--- src/rtl/pc_pkg.sv ---
// Shared types and elaboration-time parameter checks for the fetch PC generator.
// Imported by pc_unit and pc_ras.
package pc_pkg;

    typedef enum logic [2:0] {
        SEL_HOLD,
        SEL_SEQ,
        SEL_RAS,
        SEL_REDIR,
        SEL_TRAP
    } next_pc_sel_t;

    function automatic bit is_pow2(input longint unsigned v);
        return (v != 0) && ((v & (v - 1)) == 0);
    endfunction

    // True when the INC, RESET_VECTOR and RAS_DEPTH combination is usable.
    function automatic bit params_ok(
        input int unsigned xlen,
        input logic [63:0] reset_vector,
        input int unsigned inc,
        input int unsigned ras_depth
    );
        bit ok;
        ok = (xlen >= 2);
        ok = ok && is_pow2(longint'(inc));
        ok = ok && ((reset_vector & (64'(inc) - 64'd1)) == 64'd0);
        ok = ok && (ras_depth >= 2) && is_pow2(longint'(ras_depth));
        return ok;
    endfunction

endpackage

--- src/rtl/pc_ras.sv ---
// Circular return-address stack: push, pop, replace-top and flush.
// When full, a push silently overwrites the oldest entry.
module pc_ras
    import pc_pkg::*;
#(
    parameter int unsigned XLEN      = 32,
    parameter int unsigned RAS_DEPTH = 4
) (
    input  logic            clk,
    input  logic            rst,
    input  logic            flush,
    input  logic            push,
    input  logic            pop,
    input  logic [XLEN-1:0] wdata,
    output logic [XLEN-1:0] top,
    output logic            empty
);

    localparam int unsigned PW = $clog2(RAS_DEPTH);
    localparam int unsigned CW = $clog2(RAS_DEPTH + 1);
    localparam logic [CW-1:0] FULL = CW'(RAS_DEPTH);

    logic [XLEN-1:0] mem [RAS_DEPTH];
    logic [PW-1:0]   ptr;
    logic [PW-1:0]   ptr_nxt;
    logic [PW-1:0]   top_idx;
    logic [PW-1:0]   wr_idx;
    logic [CW-1:0]   count;
    logic [CW-1:0]   count_nxt;
    logic            wr_en;
    logic            do_push;
    logic            do_pop;
    logic            do_replace;

    assign top_idx = ptr - PW'(1);
    assign empty   = (count == '0);
    assign top     = mem[top_idx];

    // Push+pop on a non-empty stack rewrites the top in place; on an empty stack it is a plain push.
    always_comb begin
        do_replace = push & pop & ~empty;
        do_push    = push & ~do_replace;
        do_pop     = pop & ~push & ~empty;

        ptr_nxt   = ptr;
        count_nxt = count;
        wr_en     = 1'b0;
        wr_idx    = ptr;

        if (flush) begin
            ptr_nxt   = '0;
            count_nxt = '0;
        end else if (do_replace) begin
            wr_en  = 1'b1;
            wr_idx = top_idx;
        end else if (do_push) begin
            wr_en   = 1'b1;
            wr_idx  = ptr;
            ptr_nxt = ptr + PW'(1);
            if (count != FULL) begin
                count_nxt = count + CW'(1);
            end
        end else if (do_pop) begin
            ptr_nxt   = top_idx;
            count_nxt = count - CW'(1);
        end
    end

    always_ff @(posedge clk or posedge rst) begin
        if (rst) begin
            ptr   <= '0;
            count <= '0;
        end else begin
            ptr   <= ptr_nxt;
            count <= count_nxt;
        end
    end

    // Entry storage carries no reset; it is only read while count is non-zero.
    always_ff @(posedge clk) begin
        if (wr_en) begin
            mem[wr_idx] <= wdata;
        end
    end

endmodule

--- src/rtl/pc_unit.sv ---
// Fetch program-counter generator with valid/ready handshake, prioritised
// trap/redirect loading and a return-address stack for call/return prediction.
module pc_unit
    import pc_pkg::*;
#(
    parameter int unsigned          XLEN         = 32,
    parameter logic [XLEN-1:0]      RESET_VECTOR = '0,
    parameter int unsigned          INC          = 4,
    parameter int unsigned          RAS_DEPTH    = 4
) (
    input  logic            clk,
    input  logic            rst,
    input  logic            stall,
    output logic            pc_valid,
    input  logic            pc_ready,
    output logic [XLEN-1:0] pc,
    input  logic            redirect_valid,
    input  logic [XLEN-1:0] redirect_pc,
    input  logic            trap_valid,
    input  logic [XLEN-1:0] trap_pc,
    input  logic            call_push,
    input  logic            ret_pop,
    output logic            ras_empty
);

    localparam logic [XLEN-1:0] INC_V      = XLEN'(INC);
    localparam logic [XLEN-1:0] ALIGN_MASK = ~(INC_V - XLEN'(1));

    if (!params_ok(XLEN, 64'(RESET_VECTOR), INC, RAS_DEPTH)) begin : g_bad_params
        $error("pc_unit: INC/RAS_DEPTH must be powers of two, RAS_DEPTH >= 2, RESET_VECTOR INC-aligned");
    end

    next_pc_sel_t    sel;
    logic            fire;
    logic            ctl_override;
    logic            ras_push;
    logic            ras_pop;
    logic [XLEN-1:0] pc_seq;
    logic [XLEN-1:0] ras_top;
    logic [XLEN-1:0] pc_nxt;

    assign fire         = pc_valid & pc_ready & ~stall;
    assign ctl_override = trap_valid | redirect_valid;
    assign pc_seq       = pc + INC_V;

    // Predecode hints only touch the RAS on an accepted fetch that is not being thrown away.
    assign ras_push = fire & ~ctl_override & call_push;
    assign ras_pop  = fire & ~ctl_override & ret_pop;

    always_comb begin
        sel = SEL_HOLD;
        if (trap_valid) begin
            sel = SEL_TRAP;
        end else if (redirect_valid) begin
            sel = SEL_REDIR;
        end else if (fire && ret_pop && !ras_empty) begin
            sel = SEL_RAS;
        end else if (fire) begin
            sel = SEL_SEQ;
        end
    end

    always_comb begin
        pc_nxt = pc;
        unique case (sel)
            SEL_TRAP:  pc_nxt = trap_pc & ALIGN_MASK;
            SEL_REDIR: pc_nxt = redirect_pc & ALIGN_MASK;
            SEL_RAS:   pc_nxt = ras_top;
            SEL_SEQ:   pc_nxt = pc_seq;
            SEL_HOLD:  pc_nxt = pc;
            default:   pc_nxt = pc;
        endcase
    end

    always_ff @(posedge clk or posedge rst) begin
        if (rst) begin
            pc       <= RESET_VECTOR;
            pc_valid <= 1'b0;
        end else begin
            pc       <= pc_nxt;
            pc_valid <= 1'b1;
        end
    end

    pc_ras #(
        .XLEN      (XLEN),
        .RAS_DEPTH (RAS_DEPTH)
    ) u_ras (
        .clk   (clk),
        .rst   (rst),
        .flush (trap_valid),
        .push  (ras_push),
        .pop   (ras_pop),
        .wdata (pc_seq),
        .top   (ras_top),
        .empty (ras_empty)
    );

endmodule
--- config.mk ---
export PLATFORM = sky130hd
export DESIGN_NAME = pc_unit
export DESIGN_NICKNAME = d
export VERILOG_FILES = /design/src/rtl/pc_pkg.sv /design/src/rtl/pc_ras.sv /design/src/rtl/pc_unit.sv
export SDC_FILE = /design/constraint.sdc
export NUM_CORES = 1
export LEC_CHECK = 0
export ABC_CLOCK_PERIOD_IN_PS = 6400
export CAP_MARGIN = 0
export CORE_ASPECT_RATIO = 1.5
export CORE_MARGIN = 3
export CORE_UTILIZATION = 59
export CTS_CLUSTER_DIAMETER = 200
export DETAILED_ROUTE_END_ITERATION = 10
export MAX_ROUTING_LAYER = met4
export PLACE_DENSITY = 0.85
export SETUP_SLACK_MARGIN = 0.4
export SLEW_MARGIN = 20
export SYNTH_ARGS = -nofsm -noshare
export SYNTH_HDL_FRONTEND = slang
export SYNTH_SLANG_ARGS = --single-unit
export TNS_END_PERCENT = 20
--- constraint.sdc ---
create_clock -name clk -period 6.4 [get_ports clk]
set_input_delay 1.28 -clock clk [delete_from_list [all_inputs] [get_ports clk]]
set_output_delay 1.28 -clock clk [all_outputs]
set_load 0.01 [all_outputs]
==> out/qor.yml, run 1 <==
outcome: "finished clean"
cellPowerDensity_nw_per_um2: 260
postSynthAreaPerCell_sq_um: 14.1
portBuffers: 101
routed_wl_um: 20200
initial_standard_cell_utilization_of_the_core: 0.612
io_count: 106
rr_worst_depth: 5
worstReg2RegStart: "u_ras.count[1]$_DFFE_PP0P_"
rsz0062_at_grt: "false"
fmax_mhz: 240
antenna_left: 0
timing.critical_path.to_type: "flop"
timing.max_slew.rel_slack: 0.315
cts_hold_buffers: 0
path_cells: "clkdlybuf4s50_1 -> nand4bb_4 -> nor2_1 -> nand3_1 -> nor2_2 -> buf_4"
clockPowerShare: 0.393
worst_setup_start_kind: "input port"
layout.core_utilization: 0.746
cts_resized: 0
post_synth_instance_area_sq_um: 7780
floorplan.die.height_um: 147
synth_top_area_frac: 0.494
antennaDiodeCount: 0
top_cell_type_by_total_area_after_synthesis: "sky130_fd_sc_hd__edfxtp_1"
finalNonFillerCells: 817
core_region_area_sq_um: 12700
layout_setup_ws_ns: 2.24
timing.critical_path.arrival_ns: 4.25
dr.max_layer_used: "met4"
timing.setup.critical_path_class: "input port to flop"
setup-violations-final: 0
die_area_sq_um: 14600
internal_power_mw: 1.84
synth_seq_cells: 166
cts_max_path_buffers: 2
clock_transition_at_the_registers_of_the_reported_paths_ns: 0.06
power.switching_uw: 623
wire_length_of_the_first_global_routing_pass_um: 31000
core.rowCount: 50
dr_wl_met2_um: 10600
period_share: 0.651
dpl.cell_count: 785
detail_route.iter0.violations: 517
final_design_area_no_fill_sq_um: 9470
worst_path_required_time_ns: 6.48
synth_edf_count: 128
die_width_um: 99.7
gr-total-overflow: 0
skew_ns: 0.0100
synth_top_flop_cell: "sky130_fd_sc_hd__edfxtp_1"
grt_antenna_before_repair: 0
report.final.slew_viol_count: 0
placed_area_sq_um: 8910
multiInputGateArea_sq_um: 2770
nets: 722
mappedNetlistNets: 625
ctsHtreeMaxLevel: 4
met3RoutedLength_um: 2190
seqCellArea_sq_um: 4800
final_layout_size_suffix_gt1_frac: 0.150
synth_seq_area_share: 0.617
area_growth_syn_to_layout_pct: 21.8
drcViolationCount: 0
final_hold_viol_count: 0
grt_start_max_net_pins: 50
synth_most_common_cell: "sky130_fd_sc_hd__edfxtp_1"
timing.hold.worst_path_depth: 0
power_mw: 2.46
leakagePower_nw: 3.28
post_cts.repair.setup_buffers: 0
clock_insertion_delay_worst_skew_ns: 0.43
hold_path.startpoint: "pc[1]$_DFFE_PP0P_"
tritoncts: "done"
tns_ns: 0
grt_pass1_vias: 5692
power_frac_seq: 0.505
netlist_instances: 551
switching_share: 0.253
fin_hold_ws_ns: 0.554
async_reset_ff_frac: 0.229
biggest_cell_delay_along_the_critical_path_ns: 0.69
top_cells_by_count_synth: "128 x sky130_fd_sc_hd__edfxtp_1, 40 x sky130_fd_sc_hd__nand2_1, 38 x sky130_fd_sc_hd__dfrtp_1"
cts-buffers-inserted: 17
gr-usage-all-layers: 0.293
fin_crit_ns: 4.16
ir_drop_mv: 0.245
netlist-cell-type-count: 64
worstHoldEndpoint: "u_ras.mem[0][1]$_DFFE_PP_"
pre_cts_ws_ns: 1.77
drt_first_pass_iters: 6
timing.max_cap.violations: 0
clock_sink_count: 166
place.gp.congestion: 0.856
timing_worst_slew_pin_value_ns: 1.03
post-dp-hpwl_um: 12500
min-delay-path-class: "flop to flop"
drt-vias-per-instance: 6.64
drt_wl_cell_um: 24.7
netlist_top_cells_area: "sky130_fd_sc_hd__edfxtp_1 49%, sky130_fd_sc_hd__dfrtp_1 12%, sky130_fd_sc_hd__mux4_2 9.3%, sky130_fd_sc_hd__xnor2_1 2.7%, sky130_fd_sc_hd__a21oi_1 2.0%"
met1_length_um: 6680
nFillCells: 779
worst_path_cell_with_the_longest_stage_delay: "sky130_fd_sc_hd__nor2_1"
crit_fanout: 24
power.combinational.fraction: 0.102
worstReg2RegEnd: "u_ras.mem[0][17]$_DFFE_PP_"
root_buffer: "sky130_fd_sc_hd__clkbuf_16"
reg2reg_slack_ns: 3.43
warnings_synthesis: 0
via_count: 5423
cell families after synthesis:
family / count (synthesis) / share of synthesized area
xor gates and xnor gates: 33 / 0.0381
buffers and inverters: 47 / 0.0290
AOI/OAI and AO/OA: 119 / 0.103
adders and majority gates: 2 / 0.00418
DFF: 166 / 0.617
and+or+nand+nor: 149 / 0.113
muxes: 34 / 0.0953
other: 1 / 0.000482
state kept, by name, indices dropped and copies added, names as in the netlist:
name / cells
u_ras.ptr: 2
pc: 32
u_ras.count: 3
u_ras.mem: 128
pc_valid: 1
area by class of cell:
type	instances	share of cell area
clock buffers	17	0.0449
clock inverters	15	0.0140
inverters	14	0.00555
multi-input cells	338	0.293
flip-flops and latches	166	0.506
well taps	156	0.0206
repair buffers	111	0.115
layout by cell type, fill, tap and decap left out, types with 3 or more instances in the layout:
| master | n |
|---|---|
| sky130_fd_sc_hd__nor2_2 | 4 |
| sky130_fd_sc_hd__nor3_1 | 7 |
| sky130_fd_sc_hd__dfrtp_1 | 37 |
| sky130_fd_sc_hd__nor4_1 | 3 |
| sky130_fd_sc_hd__o22ai_1 | 8 |
| sky130_fd_sc_hd__a22oi_1 | 4 |
| sky130_fd_sc_hd__nand2b_1 | 3 |
| sky130_fd_sc_hd__inv_8 | 3 |
| sky130_fd_sc_hd__o31a_1 | 5 |
| sky130_fd_sc_hd__and3_1 | 14 |
| sky130_fd_sc_hd__nand4_1 | 4 |
| sky130_fd_sc_hd__a221oi_1 | 11 |
| sky130_fd_sc_hd__o21a_1 | 4 |
| sky130_fd_sc_hd__clkdlybuf4s50_1 | 100 |
| sky130_fd_sc_hd__a21oi_1 | 30 |
| sky130_fd_sc_hd__xor2_1 | 8 |
| sky130_fd_sc_hd__mux4_2 | 32 |
| sky130_fd_sc_hd__a221o_1 | 10 |
| sky130_fd_sc_hd__xnor2_1 | 24 |
| sky130_fd_sc_hd__nand2_1 | 40 |
| sky130_fd_sc_hd__o211ai_1 | 4 |
| sky130_fd_sc_hd__nand3_1 | 23 |
| sky130_fd_sc_hd__buf_4 | 9 |
| sky130_fd_sc_hd__or3_1 | 7 |
| sky130_fd_sc_hd__edfxtp_1 | 128 |
| sky130_fd_sc_hd__inv_6 | 9 |
| sky130_fd_sc_hd__nor2_1 | 21 |
| sky130_fd_sc_hd__inv_1 | 14 |
| sky130_fd_sc_hd__clkbuf_16 | 17 |
| sky130_fd_sc_hd__o21ai_0 | 27 |
power by group through the flow:
stage	clock (mW)	sequential [mW]	combinational, mW
after global routing	1.02	1.25	0.270
after floorplan	0	1.26	0.115
final	0.967	1.24	0.251
after detailed placement	0	1.26	0.246
after global placement	0	1.26	0.237
after CTS	0.972	1.24	0.250
metal layers:
layer / GRT usage / vias to the layer above
met5: - / -
met1: 0.345 / 2619
met4: 0.152 / 0
met2: 0.467 / 379
met3: 0.0674 / 63
li1: - / 2362
critical path, delay by kind of cell:
kind	cells	cell delay, ns
buffers and inverters	2	1.10
AND/OR/NAND/NOR	4	1.84
worst max path at each step:
stage	from	endpoint	slack, ns	cells past startpoint
after CTS	redirect_valid	u_ras.mem[1][8]$_DFFE_PP_	2.21	6
after floorplan	redirect_valid	u_ras.mem[3][0]$_DFFE_PP_	2.10	6
after detailed placement	redirect_valid	u_ras.mem[0][30]$_DFFE_PP_	1.77	6
after global routing	redirect_valid	u_ras.mem[1][8]$_DFFE_PP_	1.96	6
after global placement	redirect_valid	u_ras.mem[1][14]$_DFFE_PP_	1.81	6
final	redirect_valid	u_ras.mem[0][17]$_DFFE_PP_	2.24	6
No activity file was read; power rests on OpenSTA's default activity.
==> inputs of run 2 (changes only) <==
--- a/config.mk
+++ b/config.mk
@@ -5,15 +5,15 @@
 export SDC_FILE = /design/constraint.sdc
 export NUM_CORES = 1
 export LEC_CHECK = 0
-export ABC_CLOCK_PERIOD_IN_PS = 6400
+export ABC_CLOCK_PERIOD_IN_PS = 3530
 export CAP_MARGIN = 0
 export CORE_ASPECT_RATIO = 1.5
 export CORE_MARGIN = 3
-export CORE_UTILIZATION = 59
+export CORE_UTILIZATION = 50
 export CTS_CLUSTER_DIAMETER = 200
 export DETAILED_ROUTE_END_ITERATION = 10
 export MAX_ROUTING_LAYER = met4
-export PLACE_DENSITY = 0.85
+export PLACE_DENSITY = 0.77
 export SETUP_SLACK_MARGIN = 0.4
 export SLEW_MARGIN = 20
 export SYNTH_ARGS = -nofsm -noshare
==> constraint.sdc (replaced) <==
create_clock -name clk -period 3.53 [get_ports clk]
set_input_delay 0.706 -clock clk [delete_from_list [all_inputs] [get_ports clk]]
set_output_delay 0.706 -clock clk [all_outputs]
set_load 0.01 [all_outputs]
==> out/qor.yml, run 2 (same netlist as run 1, synthesis figures left out) <==
routed_wl_um: 20300  # +0.74%
final_hold_viol_count: 0  # unchanged
biggest_cell_delay_along_the_critical_path_ns: 0.61  # -0.08 ns
dpl.cell_count: 842  # +7.3%
seqCellArea_sq_um: 4800  # unchanged
io_count: 106  # unchanged
worst_setup_start_kind: "input port"
grt_antenna_before_repair: 0  # unchanged
antenna_left: 0  # unchanged
clock_transition_at_the_registers_of_the_reported_paths_ns: 0.06  # about the same
tritoncts: "done"
rsz0062_at_grt: "false"
multiInputGateArea_sq_um: 2780  # about the same
outcome: "finished clean"
fin_hold_ws_ns: 0.523  # -0.0306 ns
core_region_area_sq_um: 15100  # +19%
nFillCells: 1122  # +44%
drcViolationCount: 0  # unchanged
ctsHtreeMaxLevel: 4  # unchanged
post-dp-hpwl_um: 13300  # +6.3%
drt-vias-per-instance: 6.31  # -5.0%
crit_fanout: 9  # -63%
mostFrequentLayoutCell: "sky130_fd_sc_hd__edfxtp_1"
min-delay-path-class: "input port to flop"
worst_path_required_time_ns: 3.87  # -2.61 ns
power_mw: 4.49  # +82%
die_width_um: 108  # +8.1%
skew_ns: 0.00570  # -0.00432 ns
gr-total-overflow: 0  # unchanged
cp_num_buf_inv: 1  # -1
clock_sink_count: 166  # unchanged
flip_flop_count_of_the_largest_register_all_copies_and_words_added: 128  # unchanged
fin_crit_ns: 2.84
grt_start_max_net_pins: 46  # -8.0%
setup-violations-final: 0  # unchanged
report.final.slew_viol_count: 0  # unchanged
initial_standard_cell_utilization_of_the_core: 0.514  # -0.0987
clock_insertion_delay_worst_skew_ns: 0.43  # about the same
area_growth_syn_to_layout_pct: 24.2
timing.critical_path.to_type: "flop"
timing.setup.critical_path_class: "input port to flop"
place.gp.congestion: 0.885  # +3.3%
cts-buffers-inserted: 17  # unchanged
nets: 736  # +1.9%
detail_route.iter0.violations: 441  # -15%
floorplan.die.height_um: 159  # +8.3%
post_cts.repair.setup_buffers: 0  # unchanged
path_delay_family: "simple AND/OR/NAND/NOR gates"
layout_setup_ws_ns: 0.687  # -1.55 ns
layout.core_utilization: 0.638  # -0.107
final_layout_size_suffix_gt1_frac: 0.169  # +0.0191
crit_top_cell: "sky130_fd_sc_hd__nor2_1"
top_regs: "u_ras.mem x128, pc x32, u_ras.count x3"
gr-usage-all-layers: 0.249  # -0.0436
die_area_sq_um: 17100  # +17%
path_cells: "clkdlybuf4s50_1 -> nand4bb_4 -> nor2_1 -> nand2_1 -> nor2_1 -> fa_1 -> or2_2 -> a21oi_1"
period_share: 0.805
placed_area_sq_um: 9100  # +2.1%
timing_worst_slew_pin_value_ns: 1.05  # +0.0236 ns
fmax_mhz: 352
timing.max_slew.rel_slack: 0.300  # -0.0157
wire_length_of_the_first_global_routing_pass_um: 31300  # +1.0%
pre_cts_ws_ns: 0.297  # -1.48 ns
cellPowerDensity_nw_per_um2: 464  # +79%
portBuffers: 101  # unchanged
worst_path_cell_with_the_longest_stage_delay: "sky130_fd_sc_hd__clkdlybuf4s50_1"
drt_first_pass_iters: 7  # +1
leakagePower_nw: 3.35  # +2.1%
ir_drop_mv: 0.363  # +48%
timing.critical_path.arrival_ns: 3.18  # -1.07 ns
timing.max_cap.violations: 0  # unchanged
tns_ns: 0  # unchanged
cts_hold_buffers: 0  # unchanged
layout_common_cells: "128 x sky130_fd_sc_hd__edfxtp_1, 100 x sky130_fd_sc_hd__clkdlybuf4s50_1, 40 x sky130_fd_sc_hd__nand2_1"
core.rowCount: 55  # +10%
top_register: "u_ras.mem"
final_design_area_no_fill_sq_um: 9660  # +2.0%
via_count: 5512  # +1.6%
root_buffer: "sky130_fd_sc_hd__clkbuf_16"
cts_resized: 0  # unchanged
cts_max_path_buffers: 2  # unchanged
drt_wl_cell_um: 23.2  # -5.8%
grt_pass1_vias: 5645  # -0.83%
antennaDiodeCount: 0  # unchanged
finalNonFillerCells: 874  # +7.0%
[run 2: cell count changes in the layout (fill, tap and decap cells not counted), sizes merged]
cell,change
clkinvlp,+3
clkbuf,+2
clkinv,+2
bufinv,+1
buf,+14
inv,-8
[run 2: layout make-up]
class                      count  share of cell area
inverter                      14             0.00544
timing repair buffer         125               0.127
tap                          199              0.0258
multi-input combinational    338               0.287
clock buffer                  19              0.0458
sequential                   166               0.496
clock inverter                13              0.0127
[run 2: power by group]
part	leakage [nW]	switching [mW]	internal [mW]	total [mW]
sequential	1.63	0.0843	2.17	2.26
clock	0.267	0.778	0.996	1.77
combinational	1.45	0.223	0.230	0.454
[run 2: path summary, 6_finish.rpt]
path / slack [ns] / endpoint / cells past startpoint / from
worst max-delay path: 0.69 / u_ras.count[1]$_DFFE_PP0P_ / 8 / redirect_valid
worst max register to register: 0.86 / pc[19]$_DFFE_PP0P_ / 4 / u_ras.count[1]$_DFFE_PP0P_
worst min-delay path: 0.52 / u_ras.count[0]$_DFFE_PP0P_ / 2 / trap_valid
max in group asynchronous: 2.14 / pc_valid$_DFF_PP0_ / 3 / rst
worst min register to register: 0.55 / u_ras.mem[1][0]$_DFFE_PP_ / 0 / pc[0]$_DFFE_PP0P_
min in group asynchronous: 0.69 / u_ras.count[0]$_DFFE_PP0P_ / 2 / rst
[run 2: routing by layer]
layer  vias to the layer above  GRT usage  part of all wire
met5                         -          -                 0
met4                         0     0.0890             0.022
met3                        41     0.0492             0.086
met2                       303      0.412              0.52
met1                      2789      0.304              0.37
li1                       2379          -                 -
[run 2: worst reg2reg max path, delay by kind of cell, from the launching register on]
| family | cells | cell delay (ns) |
|---|---|---|
| AO/OA/AOI/OAI | 3 | 1.57 |
| AND/OR/NAND/NOR | 1 | 0.56 |
| flip-flops | 1 | 0.46 |
==> inputs of run 3 (changes only) <==
--- a/config.mk
+++ b/config.mk
@@ -5,7 +5,7 @@
 export SDC_FILE = /design/constraint.sdc
 export NUM_CORES = 1
 export LEC_CHECK = 0
-export ABC_CLOCK_PERIOD_IN_PS = 3530
+export ABC_CLOCK_PERIOD_IN_PS = 2600
 export CAP_MARGIN = 0
 export CORE_ASPECT_RATIO = 1.5
 export CORE_MARGIN = 3
==> constraint.sdc (replaced) <==
create_clock -name clk -period 2.6 [get_ports clk]
set_input_delay 0.52 -clock clk [delete_from_list [all_inputs] [get_ports clk]]
set_output_delay 0.52 -clock clk [all_outputs]
set_load 0.01 [all_outputs]
==> out/qor.yml, run 3 (same netlist as run 1, synthesis figures left out) <==
outcome: "finished clean"
layout.core_utilization: 0.665  # +0.0265
grt_start_max_net_pins: 42  # -8.7%
cts-buffers-inserted: 17  # unchanged
core_region_area_sq_um: 15100  # unchanged
area_growth_syn_to_layout_pct: 29.4
mostFrequentLayoutCell: "sky130_fd_sc_hd__edfxtp_1"
cts_max_path_buffers: 2  # unchanged
antennaDiodeCount: 0  # unchanged
gr-total-overflow: 0  # unchanged
floorplan.die.height_um: 159  # unchanged
worst_setup_start_kind: "flop"
io_count: 106  # unchanged
worst_path_required_time_ns: 2.90  # -0.97 ns
gr-usage-all-layers: 0.257  # +0.00833
cts_hold_buffers: 0  # unchanged
place.gp.congestion: 0.881  # -0.38%
die_width_um: 108  # unchanged
die_area_sq_um: 17100  # unchanged
timing.max_cap.violations: 0  # unchanged
report.final.slew_viol_count: 0  # unchanged
top_regs: "u_ras.mem x128, pc x32, u_ras.count x3"
clock_insertion_delay_worst_skew_ns: 0.42  # about the same
pre_cts_ws_ns: -0.0461  # -0.343 ns
post-dp-hpwl_um: 14100  # +6.2%
leakagePower_nw: 3.58  # +6.8%
dpl.cell_count: 866  # +2.9%
drt-vias-per-instance: 6.14  # -2.7%
ir_drop_mv: 0.393  # +8.5%
skew_ns: 0.00660  # +0.000906 ns
core.rowCount: 55  # unchanged
crit_fanout: 8  # -1
nets: 773  # +5.0%
drt_first_pass_iters: 5  # -2
cellPowerDensity_nw_per_um2: 610  # +31%
clock_sink_count: 166  # unchanged
routed_wl_um: 21000  # +3.6%
grt_pass1_vias: 5859  # +3.8%
drcViolationCount: 0  # unchanged
globalRouteMet3Util: 0.0634  # +0.0142
setup-violations-final: 0  # unchanged
final_hold_viol_count: 0  # unchanged
finalNonFillerCells: 911  # +4.2%
timing.critical_path.to_type: "flop"
global_route.usage.met2: 0.429  # +0.0167
wire_length_of_the_first_global_routing_pass_um: 32300  # +3.0%
final_layout_size_suffix_gt1_frac: 0.223  # +0.0544
antenna_left: 0  # unchanged
timing.critical_path.arrival_ns: 2.51  # -0.67 ns
grtUsageMet1: 0.294  # -0.00968
initial_standard_cell_utilization_of_the_core: 0.514  # unchanged
fmax_mhz: 453
timing.max_slew.rel_slack: 0.439  # +0.139
timing.setup.critical_path_class: "flop to flop"
rsz0062_at_grt: "true"
layout_common_cells: "128 x sky130_fd_sc_hd__edfxtp_1, 98 x sky130_fd_sc_hd__clkdlybuf4s50_1, 56 x sky130_fd_sc_hd__buf_4"
period_share: 0.849
grt.busiest_layer: "met2"
clock_transition_at_the_registers_of_the_reported_paths_ns: 0.07  # about the same
flip_flop_count_of_the_largest_register_all_copies_and_words_added: 128  # unchanged
drt_wl_cell_um: 23.1  # -0.65%
fin_crit_ns: 2.21
root_buffer: "sky130_fd_sc_hd__clkbuf_16"
ctsHtreeMaxLevel: 4  # unchanged
portBuffers: 101  # unchanged
min-delay-path-class: "input port to async pin"
detail_route.iter0.violations: 430  # -2.5%
grt_antenna_before_repair: 0  # unchanged
timing_worst_slew_pin_value_ns: 0.836  # -0.214 ns
layout_setup_ws_ns: 0.394  # -0.293 ns
top_register: "u_ras.mem"
via_count: 5593  # +1.5%
power_mw: 6.13  # +37%
tritoncts: "done"
fin_hold_ws_ns: 0.469  # -0.0538 ns
==> run 3: path summary, 6_finish.rpt <==
check                                   from                         end  slack (ns)  cells past startpoint
max                        pc[4]$_DFFE_PP0P_          pc[30]$_DFFE_PP0P_        0.39                      5
min                                      rst  u_ras.count[0]$_DFFE_PP0P_        0.47                      2
max reg2reg                pc[4]$_DFFE_PP0P_          pc[30]$_DFFE_PP0P_        0.39                      5
min reg2reg                pc[0]$_DFFE_PP0P_   u_ras.mem[1][0]$_DFFE_PP_        0.56                      0
max in group asynchronous                rst           pc[9]$_DFFE_PP0P_        1.47                      3
min in group clk                  trap_valid  u_ras.count[0]$_DFFE_PP0P_        0.47                      2
==> run 3: routing by layer <==
| metal | wire [um] | vias to the layer above |
|---|---|---|
| li1 | - | 2451 |
| met2 | 11000 | 303 |
| met1 | 7670 | 2790 |
| met3 | 1720 | 49 |
| met4 | 651 | 0 |
| met5 | 0 | - |
==> run 3: area by class of cell <==
cell class                 count  area [sq um]
multi-input combinational    338          2860
sequential                   166          4800
clock buffer                  17           425
inverter                      14          52.6
tap                          199           249
clock inverter                15           144
timing repair buffer         162          1530
fill                        1062          5080
==> run 3: timing repair <==
action | 4_1_cts | 5_1_grt
hold endpoints to repair | 0 | 0
setup buffers | 0 | 13
gates resized for setup | 1 | 5
pin swaps | 1 | 3
endpoints found under the setup margin | 44 | 65
==> run 3: power breakdown <==
group	total (mW)	leakage (nW)	switching (mW)	internal [mW]
Combinational	0.686	1.67	0.343	0.343
Clock	2.40	0.280	1.06	1.34
Sequential	3.05	1.63	0.0953	2.95
==> run 3: critical path: stages, from the launching register on <==
cell and delay (ns):
sky130_fd_sc_hd__dfrtp_1 0.52, sky130_fd_sc_hd__nand4_2 0.30, sky130_fd_sc_hd__nor2_2 0.50, sky130_fd_sc_hd__nand4_1 0.20, sky130_fd_sc_hd__xnor2_1 0.24, sky130_fd_sc_hd__a221o_1 0.34
==> run 3: through the flow <==
| step | cell area (sq um) | setup TNS (ns) |
|---|---|---|
| floorplan | 7910 | 0 |
| global placement | 9380 | 0 |
| detailed placement | 9380 | -0.180 |
| CTS | 9950 | 0 |
| global route | 10100 | 0 |
| finish | 10100 | 0 |
